$ cat config.mk
export PLATFORM = sky130hd
export DESIGN_NAME = flash_line_loader
export DESIGN_NICKNAME = d
export VERILOG_FILES = /design/src/rtl/flash_line_loader.sv
export SDC_FILE = /design/constraint.sdc
export NUM_CORES = 1
export LEC_CHECK = 0
export CORE_MARGIN = 3
export CORE_UTILIZATION = 41
export CTS_CLUSTER_SIZE = 14
export DETAILED_ROUTE_END_ITERATION = 10
export PLACE_DENSITY_LB_ADDON = 0.2
export SYNTH_ARGS = -nofsm -noshare
export SYNTH_HDL_FRONTEND = slang
export SYNTH_SLANG_ARGS = --single-unit
$ cat constraint.sdc
create_clock -name clk -period 2.3 [get_ports clk]
set_input_delay 0.575 -clock clk [delete_from_list [all_inputs] [get_ports clk]]
set_output_delay 0.575 -clock clk [all_outputs]
set_load 0.02 [all_outputs]
$ cat src/rtl/flash_line_loader.sv
// SPI master that fetches one cache line from serial flash with a READ (0x03)
// command and hands it to the line buffer one little-endian 32-bit word at a time.
module flash_line_loader #(
  parameter int ADDRESS_WIDTH   = 24,
  parameter int WORDS_PER_LINE  = 4,
  parameter int SCK_HALF_PERIOD = 1,
  localparam int IDX_W = (WORDS_PER_LINE > 1) ? $clog2(WORDS_PER_LINE) : 1
) (
  input  logic                     clk,
  input  logic                     rst,
  input  logic                     start,
  input  logic [ADDRESS_WIDTH-1:0] lineAddress,
  output logic                     busy,
  output logic                     done,
  output logic                     wordWriteEnable,
  output logic [IDX_W-1:0]         wordIndex,
  output logic [31:0]              wordData,
  output logic                     flash_csb,
  output logic                     flash_sck,
  output logic                     flash_mosi,
  input  logic                     flash_miso
);

  localparam int TX_W       = 8 + ADDRESS_WIDTH;
  localparam int TOTAL_BITS = TX_W + 32 * WORDS_PER_LINE;
  localparam int CNT_W      = $clog2(TOTAL_BITS);
  localparam int OFF_W      = $clog2(4 * WORDS_PER_LINE);
  localparam int HC_W       = (SCK_HALF_PERIOD > 1) ? $clog2(SCK_HALF_PERIOD) : 1;

  localparam logic [7:0]               READ_CMD   = 8'h03;
  localparam logic [ADDRESS_WIDTH-1:0] ALIGN_MASK = ~ADDRESS_WIDTH'((1 << OFF_W) - 1);

  typedef enum logic [2:0] {
    IDLE,
    SELECT,
    COMMAND,
    ADDRESS,
    DATA,
    DESELECT
  } state_t;

  state_t state, state_next;

  logic [HC_W-1:0]  half_cnt;
  logic [CNT_W-1:0] bit_cnt;
  logic [4:0]       samp_cnt;
  logic [IDX_W-1:0] word_cnt;
  logic [TX_W-1:0]  tx_shift;
  logic [30:0]      rx_shift;
  logic             sck_q;
  logic             csb_q;

  logic        active;
  logic        half_done;
  logic        sck_rise;
  logic        sck_fall;
  logic        last_bit;
  logic [31:0] rx_word;

  // NOTE: every signal driven here gets a value before any branch, so no
  // path through the block can leave one unassigned and infer a latch.
  always_comb begin
    active     = (state == SELECT) || (state == COMMAND) ||
                 (state == ADDRESS) || (state == DATA);
    half_done  = (half_cnt == HC_W'(SCK_HALF_PERIOD - 1));
    // SELECT is the first low half of SCK, so the first rising edge ends it.
    sck_rise   = active && half_done && !sck_q;
    sck_fall   = active && half_done && sck_q;
    last_bit   = (bit_cnt == CNT_W'(TOTAL_BITS - 1));
    rx_word    = {rx_shift, flash_miso};
    state_next = state;

    case (state)
      IDLE:     if (start) state_next = SELECT;
      SELECT:   if (half_done) state_next = COMMAND;
      COMMAND:  if (sck_fall && bit_cnt == CNT_W'(7)) state_next = ADDRESS;
      ADDRESS:  if (sck_fall && bit_cnt == CNT_W'(TX_W - 1)) state_next = DATA;
      DATA:     if (sck_fall && last_bit) state_next = DESELECT;
      DESELECT: if (half_done) state_next = IDLE;
      default:  state_next = IDLE;
    endcase
  end

  // NOTE: clocked state uses non-blocking assignments so every register
  // samples pre-edge values regardless of statement order.
  always_ff @(posedge clk or negedge rst) begin
    if (!rst) state <= IDLE;
    else      state <= state_next;
  end

  always_ff @(posedge clk or negedge rst) begin
    if (!rst) begin
      half_cnt        <= '0;
      bit_cnt         <= '0;
      samp_cnt        <= '0;
      word_cnt        <= '0;
      tx_shift        <= '0;
      rx_shift        <= '0;
      sck_q           <= 1'b0;
      csb_q           <= 1'b1;
      done            <= 1'b0;
      wordWriteEnable <= 1'b0;
      wordIndex       <= '0;
      wordData        <= '0;
    end else begin
      wordWriteEnable <= 1'b0;
      done            <= (state == DESELECT) && half_done;

      if (state == IDLE || half_done) half_cnt <= '0;
      else                            half_cnt <= half_cnt + HC_W'(1);

      if (state == IDLE && start) begin
        tx_shift <= {READ_CMD, lineAddress & ALIGN_MASK};
        bit_cnt  <= '0;
        samp_cnt <= '0;
        word_cnt <= '0;
        csb_q    <= 1'b0;
      end

      if (sck_rise) begin
        sck_q <= 1'b1;
        if (state == DATA) begin
          rx_shift <= rx_word[30:0];
          samp_cnt <= samp_cnt + 5'd1;
          if (samp_cnt == 5'd31) begin
            // First flash byte of the word lands in the least significant lane.
            wordWriteEnable <= 1'b1;
            wordData        <= {rx_word[7:0], rx_word[15:8], rx_word[23:16], rx_word[31:24]};
            wordIndex       <= word_cnt;
            word_cnt        <= word_cnt + IDX_W'(1);
          end
        end
      end

      if (sck_fall) begin
        sck_q    <= 1'b0;
        bit_cnt  <= bit_cnt + CNT_W'(1);
        tx_shift <= {tx_shift[TX_W-2:0], 1'b0};
        if (state == DATA && last_bit) csb_q <= 1'b1;
      end
    end
  end

  assign busy       = (state != IDLE);
  assign flash_csb  = csb_q;
  assign flash_sck  = sck_q;
  assign flash_mosi = tx_shift[TX_W-1];

endmodule

## After elaboration in Yosys (flattened, before gate mapping)

Index checks and enable logic that the tools add are counted.

- Bits in registers: 120
- Word-level logic and storage cells: 81
- Bits of input ports: 28
- Output and inout port bits: 40

- $add $sub $neg: 4
- Equal/unequal tests: 15
- Reduce and logical (&&, ||, !) cells: 21
- Muxes and demuxes: 27
- Bitwise gates (word level): 1

Operator list:

| operator | count |
|---|---|
| 32-bit 2-to-1 mux | 2 |
| 3-bit 2-to-1 mux | 6 |
| 3-bit case mux with 6 select lines | 1 |
| 8-bit 2-to-1 mux | 2 |
| 5-bit 2-to-1 mux | 3 |
| 1-bit logical AND | 9 |
| 1-bit 2-to-1 mux | 9 |
| 8-bit by 1-bit adder with 8-bit output, second input constant | 1 |
| 8-bit by 3-bit == test with 1-bit output, second input constant | 1 |
| 8-bit by 5-bit == test with 1-bit output, second input constant | 1 |
| 8-bit == test, second input constant | 1 |
| 2-bit 2-to-1 mux | 4 |
| 2-bit inequality test, second input constant | 4 |
| 3-bit by 2-bit == test with 1-bit output, second input constant | 2 |
| 3-bit == test, second input constant | 2 |
| 6-bit AND reduction | 1 |
| 5-bit by 1-bit adder with 5-bit output, second input constant | 1 |
| 5-bit == test, second input constant | 1 |
| 1-bit logical OR | 4 |
| 2-bit by 1-bit inequality test with 1-bit output, second input constant | 2 |
| 2-bit nonzero test | 2 |
| 3-bit by 1-bit == test with 1-bit output, second input constant | 1 |
| 3-bit zero test | 1 |
| 3-bit AND reduction | 1 |
| other kinds (6) | 6 |

## Depth between registers and ports, before layout

Gate-level depths: netlist of the first run.

- Depth in word-level cells: 9
- Gate-level depth with buffers: 7
- Gate-level depth less buffers: 6

## Worst setup path before layout of the first run

No wires, ideal clock.

- Path kind: register to register
- Start: reg samp_cnt[0]
- End: reg wordData[27]
- Data arrival time: 1.681 ns
- Data required time: 2.175 ns
- Slack: 0.494 ns
- Clock period less this slack: 1.806 ns
- Setup time: 0.125 ns
- Buffers on the path: 1
- Cell stages (with the launch flop): 7
- Path through: dfrtp_1 > ha_1 > and3_1 > ha_1 > nand4_1 > clkbuf_1 > mux2_2

- Word-level cells in the longest chain between the ends: 2

RTL lines:

| what | RTL line | source |
|---|---|---|
| start: declaration | 46 | `logic [4:0] samp_cnt;` |
| start signal: assignment | 124 | `samp_cnt <= samp_cnt + 5'd1;` |
| 5-bit == test | 125 | `if (samp_cnt == 5'd31) begin` |
| 3-bit AND reduction (no source line) | -- |  |
| end signal: assignment | 128 | `wordData <= {rx_word[7:0], rx_word[15:8], rx_word[23:16], rx_word[31:24]};` |
| end: declaration | 17 | `output logic [31:0] wordData,` |

Every way passes these cells.
A chain may end at the register's enable or synchronous reset.

## Worst setup path after layout of the first run

- Start: reg csb_q, in the netlist flash_csb
- End: out flash_csb

RTL lines:

| what | RTL line | source |
|---|---|---|
| start: declaration | 51 | `logic csb_q;` |
| start signal: assignment | 100 | `csb_q <= 1'b1;` |
| start signal: assignment | 117 | `csb_q <= 1'b0;` |
| start signal: assignment | 139 | `if (state == DATA && last_bit) csb_q <= 1'b1;` |
| end: declaration | 18 | `output logic flash_csb,` |

No word-level cell between the ends.

==> results of run 1 <==
-- timing repair --
action / in CTS / in global routing
endpoints found under the setup margin: 1 / 0
gates resized for setup: 1 / 0
hold buffers: 0 / 0
-- layer usage --
metal  track usage  vias up  share of wire
li1              -     1677              -
met1        0.2021     1672           0.46
met2        0.2398       65           0.47
met3       0.05444        7          0.051
met4       0.06573        0          0.012
met5             0        -              0
-- cell type report --
type | instances | area [sq um] | share of cell area
flip-flops and latches | 116 | 2904 | 0.4682
clock buffers | 24 | 481.7 | 0.07767
repair buffers | 77 | 769.5 | 0.1241
well taps | 143 | 178.9 | 0.02885
clock inverters | 5 | 52.55 | 0.008473
multi-input cells | 308 | 1797 | 0.2897
inverters | 5 | 18.77 | 0.003026
-- sequential cells by signal, indices dropped and copies added, names as in the netlist --
| register | flops |
|---|---|
| rx_shift | 31 |
| flash_sck | 1 |
| wordWriteEnable | 1 |
| wordIndex | 2 |
| half_cnt | 1 |
| word_cnt | 2 |
| state | 3 |
| tx_shift | 28 |
| wordData | 32 |
| flash_csb | 1 |
| samp_cnt | 5 |
| done | 1 |
| bit_cnt | 8 |
-- cell usage after synthesis (all sizes together), types with 2 or more instances --
library cell / n / share of area
or4: 2 / 0.0031
dfrtp: 115 / 0.59
a31oi: 4 / 0.0083
clkbuf: 7 / 0.0054
nand2: 158 / 0.12
nor4: 3 / 0.0039
mux2: 35 / 0.081
nor2: 6 / 0.0052
o21bai: 2 / 0.0039
xor2: 2 / 0.0036
and3: 4 / 0.0052
mux2i: 2 / 0.0041
nand4: 4 / 0.0052
buf: 18 / 0.020
ha: 3 / 0.0078
a22o: 3 / 0.0054
inv: 5 / 0.0039
nand3b: 3 / 0.0046
nand3: 8 / 0.0083
nor4b: 3 / 0.0085
a21oi: 5 / 0.0052
nor3: 3 / 0.0077
nor2b: 4 / 0.0052
a22oi: 19 / 0.029
o21ai: 22 / 0.023
-- worst paths after layout --
check / slack, ns / end
max: 0.18 / flash_csb
min: 0.15 / flash_sck$_DFFE_PN0P_
max reg2reg: 0.43 / wordData[25]$_DFFE_PN0P_
min reg2reg: 0.47 / tx_shift[24]$_DFFE_PN0P_
max in group asynchronous: 1.54 / wordData[11]$_DFFE_PN0P_
min in group clk: 0.47 / tx_shift[24]$_DFFE_PN0P_
-- kinds of logic after synthesis --
logic type	after synthesis	share of synthesized area
AO/OA/AOI/OAI	60	0.08319
XOR/XNOR	3	0.005426
adder cells (fa/ha/maj)	3	0.007751
buffers and inverters	30	0.02945
flip-flops	116	0.5996
multiplexers	37	0.08551
other	1	0.0007743
AND/OR/NAND/NOR	204	0.1883
-- stage by stage --
stage / total power [mW] / instances
after global placement: 3.923 / 649
final: 6.295 / 678
after floorplan: 3.550 / 454
after global routing: 6.720 / 678
after detailed placement: 3.973 / 649
after CTS: 6.394 / 678
-- power groups by stage --
stage	logic (mW)	clock network (mW)	registers [mW]
detailed placement	1.35	0	2.62
global placement	1.30	0	2.62
floorplan	0.959	0	2.59
global route	1.52	2.55	2.65
CTS	1.35	2.45	2.59
finish	1.32	2.38	2.59
==> out/metrics.yaml, run 1 <==
setup_path:
  cpMaxStageDelayCell: "clkdlybuf4s50_1"
  endpoint_kind: "output pin"
  cp_max_fo: 3
  path_depth: 1
  cp.buffers_inverters: 1
  cp.arrival_ns: 1.54
  required_ns: 1.73
  slowest_delay_ns: 0.60
  r2r.worst_path.cells: 6
  critPathLaunch: "flash_csb$_DFF_PN1_"
  cp_top_family: "buffers and inverters"
  cp-start-kind: "register"
  path_cells: "clkdlybuf4s50_1"
  r2r_start: "samp_cnt[0]$_DFF_PN0_"
  criticalPathCategory: "register to output pin"
drt:
  viasPerCell: 5.046
  drc_errors: 0
  vias: 3421
  antenna_left: 0
  drt_wl_total_mm: 9.251
  wl_per_cell_microns: 13.64
  firstDrtPassIters: 4
  drt_iter0_drc: 145
cts:
  clk_pin_slew_worst_paths_ns: 0.05
  insertion_delay_ns: 0.41
  clock_sinks: 116
  root_buffer: "clkbuf_16"
  post_cts_buffers: 0
  numCtsBuffers: 17
  htreeDepth: 4
  cts_tree: "built"
  cts_buffer_depth: 2
grt:
  grt_max_degree: 45
  antenna_found_initial: 0
  grt_use_total: 0.1563
  grt_pass1_vias: 3406
  grt_pass1_wl_mm: 16.33
  overflow: 0
final_layout:
  fillers: 1030
  final_core_util: 0.5409
  antennaDiodeCount: 0
  final_area_sq_mm: 0.006202
  finalNetCount: 556
  syn_to_final_growth_pct: 28.05
  final_cell_mix: "nand2_1 (158), dfrtp_1 (115), clkdlybuf4s50_1 (61)"
  drive_gt1_frac: 0.1533
  final_common_cell: "nand2_1"
sta:
  timing.hold.ws_ns: 0.1499
  rsz0062_at_grt: "false"
  slew_headroom: 0.6512
  setup_ws_ns: 0.1815
  report.final.slew_viol_count: 0
  worst_pin_slew_ns: 0.5232
  hold_viol: 0
  fin_worst_skew_ns: 0.008641
  fin_crit_ns: 2.119
  fmax_ghz: 0.4720
  setup_tns_ns: 0
  min_period_over_period: 0.9211
  setup_violations: 0
logic_synthesis:
  syn_area_sq_mm: 0.004843
  synthArstFlopShare: 1.000
  ys_seq_area_frac: 0.5996
  ys.flop_type: "dfrtp_1"
  syn_avg_cell_area_sq_um: 10.67
  ys_warn_count: 0
  synth-edff-count: 0
  synth.net_count: 485
  syn-instance-count: 454
  synth.ff_latch_count: 116
  synthDistinctLibCells: 47
floorplan:
  fp.dieW_microns: 114.7
  die-area_sq_mm: 0.01315
  ios: 68
  coreArea_sq_mm: 0.01147
  rows: 39
  die-height_microns: 114.7
  start_util: 0.4224
power_and_ir_drop:
  power_leakage_nw: 3.015
  p_int_mw: 4.447
  power_density_mw_per_mm2: 1015
  p_seq_frac: 0.412
  switchingPower_mw: 1.848
  switching_share: 0.2935
  comb_power_share: 0.210
  clock_power_share: 0.378
  peakVddDrop_mv: 0.5165
outcome:
  status: "finished clean"
place:
  io_buffers: 63
  gp_congestion: 0.7927
  place_area_sq_mm: 0.005669
  pre_cts_ws_ns: 0.1309
  dp_hpwl_mm: 5.908
worst_hold_path:
  min-delay-path-class: "input pin to asynchronous set/reset pin"
flow_run:
  cap_violations: 0
No activity file was read; power rests on OpenSTA's default activity.
==> run 2, diff against run 1 <==
--- a/constraint.sdc
+++ b/constraint.sdc
@@ -3,2 +3,2 @@
 set_output_delay 0.575 -clock clk [all_outputs]
-set_load 0.02 [all_outputs]
+set_load 0.005 [all_outputs]
==> run 2 against run 1 <==
Non-clock buffer count down 1. Critical path depth grew 2. Worst setup slack lost 0.095 ns. Register-to-register slack is essentially flat. Flip-flop and latch count is the same. Design area rose by 0.85%. Critical endpoint is now busy. Via count fell by 0.67%. Clock-buffer cell count is the same. Combinational power is 5% lower. Largest cell class unchanged. Clock skew down 0.0033 ns.
==> out/metrics.yaml, run 2 (synthesis results as in run 1) <==
sta:
  hold_viol: 0  # unchanged
  setup_tns_ns: 0  # unchanged
  report.final.slew_viol_count: 0  # unchanged
  fin_crit_ns: 2.214  # was 2.119 ns
  slew_headroom: 0.6497  # was 0.6512
  fin_worst_skew_ns: 0.005335  # was 0.008641 ns
  worst_pin_slew_ns: 0.5254  # was 0.5232 ns
  setup_violations: 0  # unchanged
  fmax_ghz: 0.4518  # was 0.4720 GHz
  rsz0062_at_grt: "false"  # unchanged
  min_period_over_period: 0.9624  # was 0.9211
final_layout:
  final_common_cell: "nand2_1"  # unchanged
  syn_to_final_growth_pct: 29.14  # was 28.05%
  finalNetCount: 555  # was 556
  final_cell_mix: "nand2_1 (158), dfrtp_1 (113), clkdlybuf4s50_1 (62)"  # was nand2_1 (158), dfrtp_1 (115), clkdlybuf4s50_1 (61)
  top_register: "wordData"  # unchanged
  largestRegisters: "wordData: 32 flops, rx_shift: 31 flops, tx_shift: 28 flops"  # unchanged
  drive_gt1_frac: 0.1639  # was 0.1533
  largest_reg_flops: 32  # unchanged
  antennaDiodeCount: 0  # unchanged
  final_area_sq_mm: 0.006255  # was 0.006202 sq mm
cts:
  htreeDepth: 4  # unchanged
  cts_tree: "built"  # unchanged
  clk_pin_slew_worst_paths_ns: 0.05  # about the same
  clock_sinks: 116  # unchanged
  cts_buffer_depth: 2  # unchanged
  post_cts_resized: 2  # was 1
  insertion_delay_ns: 0.40  # was 0.41 ns
  numCtsBuffers: 17  # unchanged
  post_cts_buffers: 0  # unchanged
  postCtsHoldBufs: 0  # unchanged
  root_buffer: "clkbuf_16"  # unchanged
power_and_ir_drop:
  switchingPower_mw: 1.872  # was 1.848 mW
  power_leakage_nw: 3.031  # was 3.015 nW
  p_seq_frac: 0.407  # was 0.412
  power_density_mw_per_mm2: 1036  # was 1015 mW/mm^2
  peakVddDrop_mv: 0.5642  # was 0.5165 mV
  p_int_mw: 4.607  # was 4.447 mW
  clock_power_share: 0.399  # was 0.378
  comb_power_share: 0.194  # was 0.210
  switching_share: 0.2890  # was 0.2935
floorplan:
  die-area_sq_mm: 0.01315  # unchanged
  coreArea_sq_mm: 0.01147  # unchanged
  rows: 39  # unchanged
  ios: 68  # unchanged
  start_util: 0.4224  # unchanged
  fp.dieW_microns: 114.7  # unchanged
  die-height_microns: 114.7  # unchanged
grt:
  grt_use_total: 0.1527  # was 0.1563
  grt_pass1_wl_mm: 15.96  # was 16.33 mm
  grt_max_degree: 45  # unchanged
  antenna_found_initial: 0  # unchanged
  overflow: 0  # unchanged
  grt_pass1_vias: 3353  # was 3406
drt:
  drc_errors: 0  # unchanged
  viasPerCell: 4.997  # was 5.046
  drt_wl_total_mm: 9.314  # was 9.251 mm
  wl_per_cell_microns: 13.70  # was 13.64 microns
  antenna_left: 0  # unchanged
  firstDrtPassIters: 4  # unchanged
  drt_iter0_drc: 174  # was 145
  vias: 3398  # was 3421
place:
  io_buffers: 63  # unchanged
  dp_hpwl_mm: 5.894  # was 5.908 mm
  gp_congestion: 0.7759  # was 0.7927
  place_area_sq_mm: 0.005662  # was 0.005669 sq mm
flow_run:
  cap_violations: 0  # unchanged
worst_hold_path:
  min-delay-path-class: "input pin to asynchronous set/reset pin"  # unchanged
setup_path:
  ff2ff_setup_slack_ns: 0.42  # was 0.43 ns
  cp-start-kind: "register"  # unchanged
  cp.arrival_ns: 1.64  # was 1.54 ns
  r2r-end: "state[0]$_DFFE_PN0P_"  # was wordData[25]$_DFFE_PN0P_
  endpoint_kind: "output pin"  # unchanged
  required_ns: 1.73  # about the same
  criticalPathCategory: "register to output pin"  # unchanged
  r2r_start: "state[2]$_DFFE_PN0P_"  # was samp_cnt[0]$_DFF_PN0_
  cp_max_fo: 5  # was 3
  r2r.worst_path.cells: 5  # was 6
outcome:
  status: "finished clean"  # unchanged
## run 2: worst max-delay path by stage
stage / startpoint / end / slack [ns] / depth (start not counted)
after global placement: start / state[0]$_DFFE_PN0P_ / 0.16 / 5
after CTS: state[2]$_DFFE_PN0P_ / busy / 0.007 / 3
after global routing: state[2]$_DFFE_PN0P_ / busy / 0.02 / 3
after detailed placement: start / state[0]$_DFFE_PN0P_ / 0.12 / 5
after floorplan: samp_cnt[0]$_DFF_PN0_ / wordData[27]$_DFFE_PN0P_ / 0.49 / 6
final: state[2]$_DFFE_PN0P_ / busy / 0.09 / 3
## run 2: routing by layer
| layer | track usage | vias up | share of wire |
|---|---|---|---|
| li1 | - | 1676 | - |
| met5 | 0 | - | 0 |
| met1 | 0.2012 | 1652 | 0.47 |
| met2 | 0.2363 | 59 | 0.48 |
| met4 | 0.06573 | 0 | 0.013 |
| met3 | 0.04334 | 11 | 0.036 |
## run 2: worst max-delay path, cell delays in order, from the launching register on
cell and delay, ns:
dfrtp_2 0.46, nor3_4 0.23, inv_2 0.09, clkdlybuf4s50_1 0.45
## run 2: area by class of cell
cell class | instances | area [sq um]
well taps | 143 | 178.9
repair buffers | 76 | 763.2
clock buffers | 24 | 491.7
inverters | 5 | 18.77
flip-flops and latches | 116 | 2907
fillers | 1034 | 5213
multi-input cells | 308 | 1797
clock inverters | 8 | 98.84
## run 2: power groups by stage
| stage | Sequential, mW | Clock [mW] | Combinational (mW) |
|---|---|---|---|
| 2_1_floorplan | 2.57 | 0 | 0.947 |
| 3_3_place_gp | 2.65 | 0 | 1.23 |
| 3_5_place_dp | 2.66 | 0 | 1.28 |
| 4_1_cts | 2.64 | 2.64 | 1.28 |
| 5_1_grt | 2.69 | 2.73 | 1.44 |
| 6_report | 2.64 | 2.58 | 1.26 |
## run 2: stage by stage
stage	worst slack [ns]	util	hold WS, ns	instances	power, mW
finish	0.08642	0.5454	0.1611	680	6.480
global route	0.02028	0.5454	0.1905	680	6.853
CTS	0.006618	0.5454	0.1676	680	6.563
detailed placement	0.1219	0.4937	0.4631	648	3.939
global placement	0.1615	0.4937	0.4584	648	3.880
floorplan	0.4940	-	0.2794	454	3.520
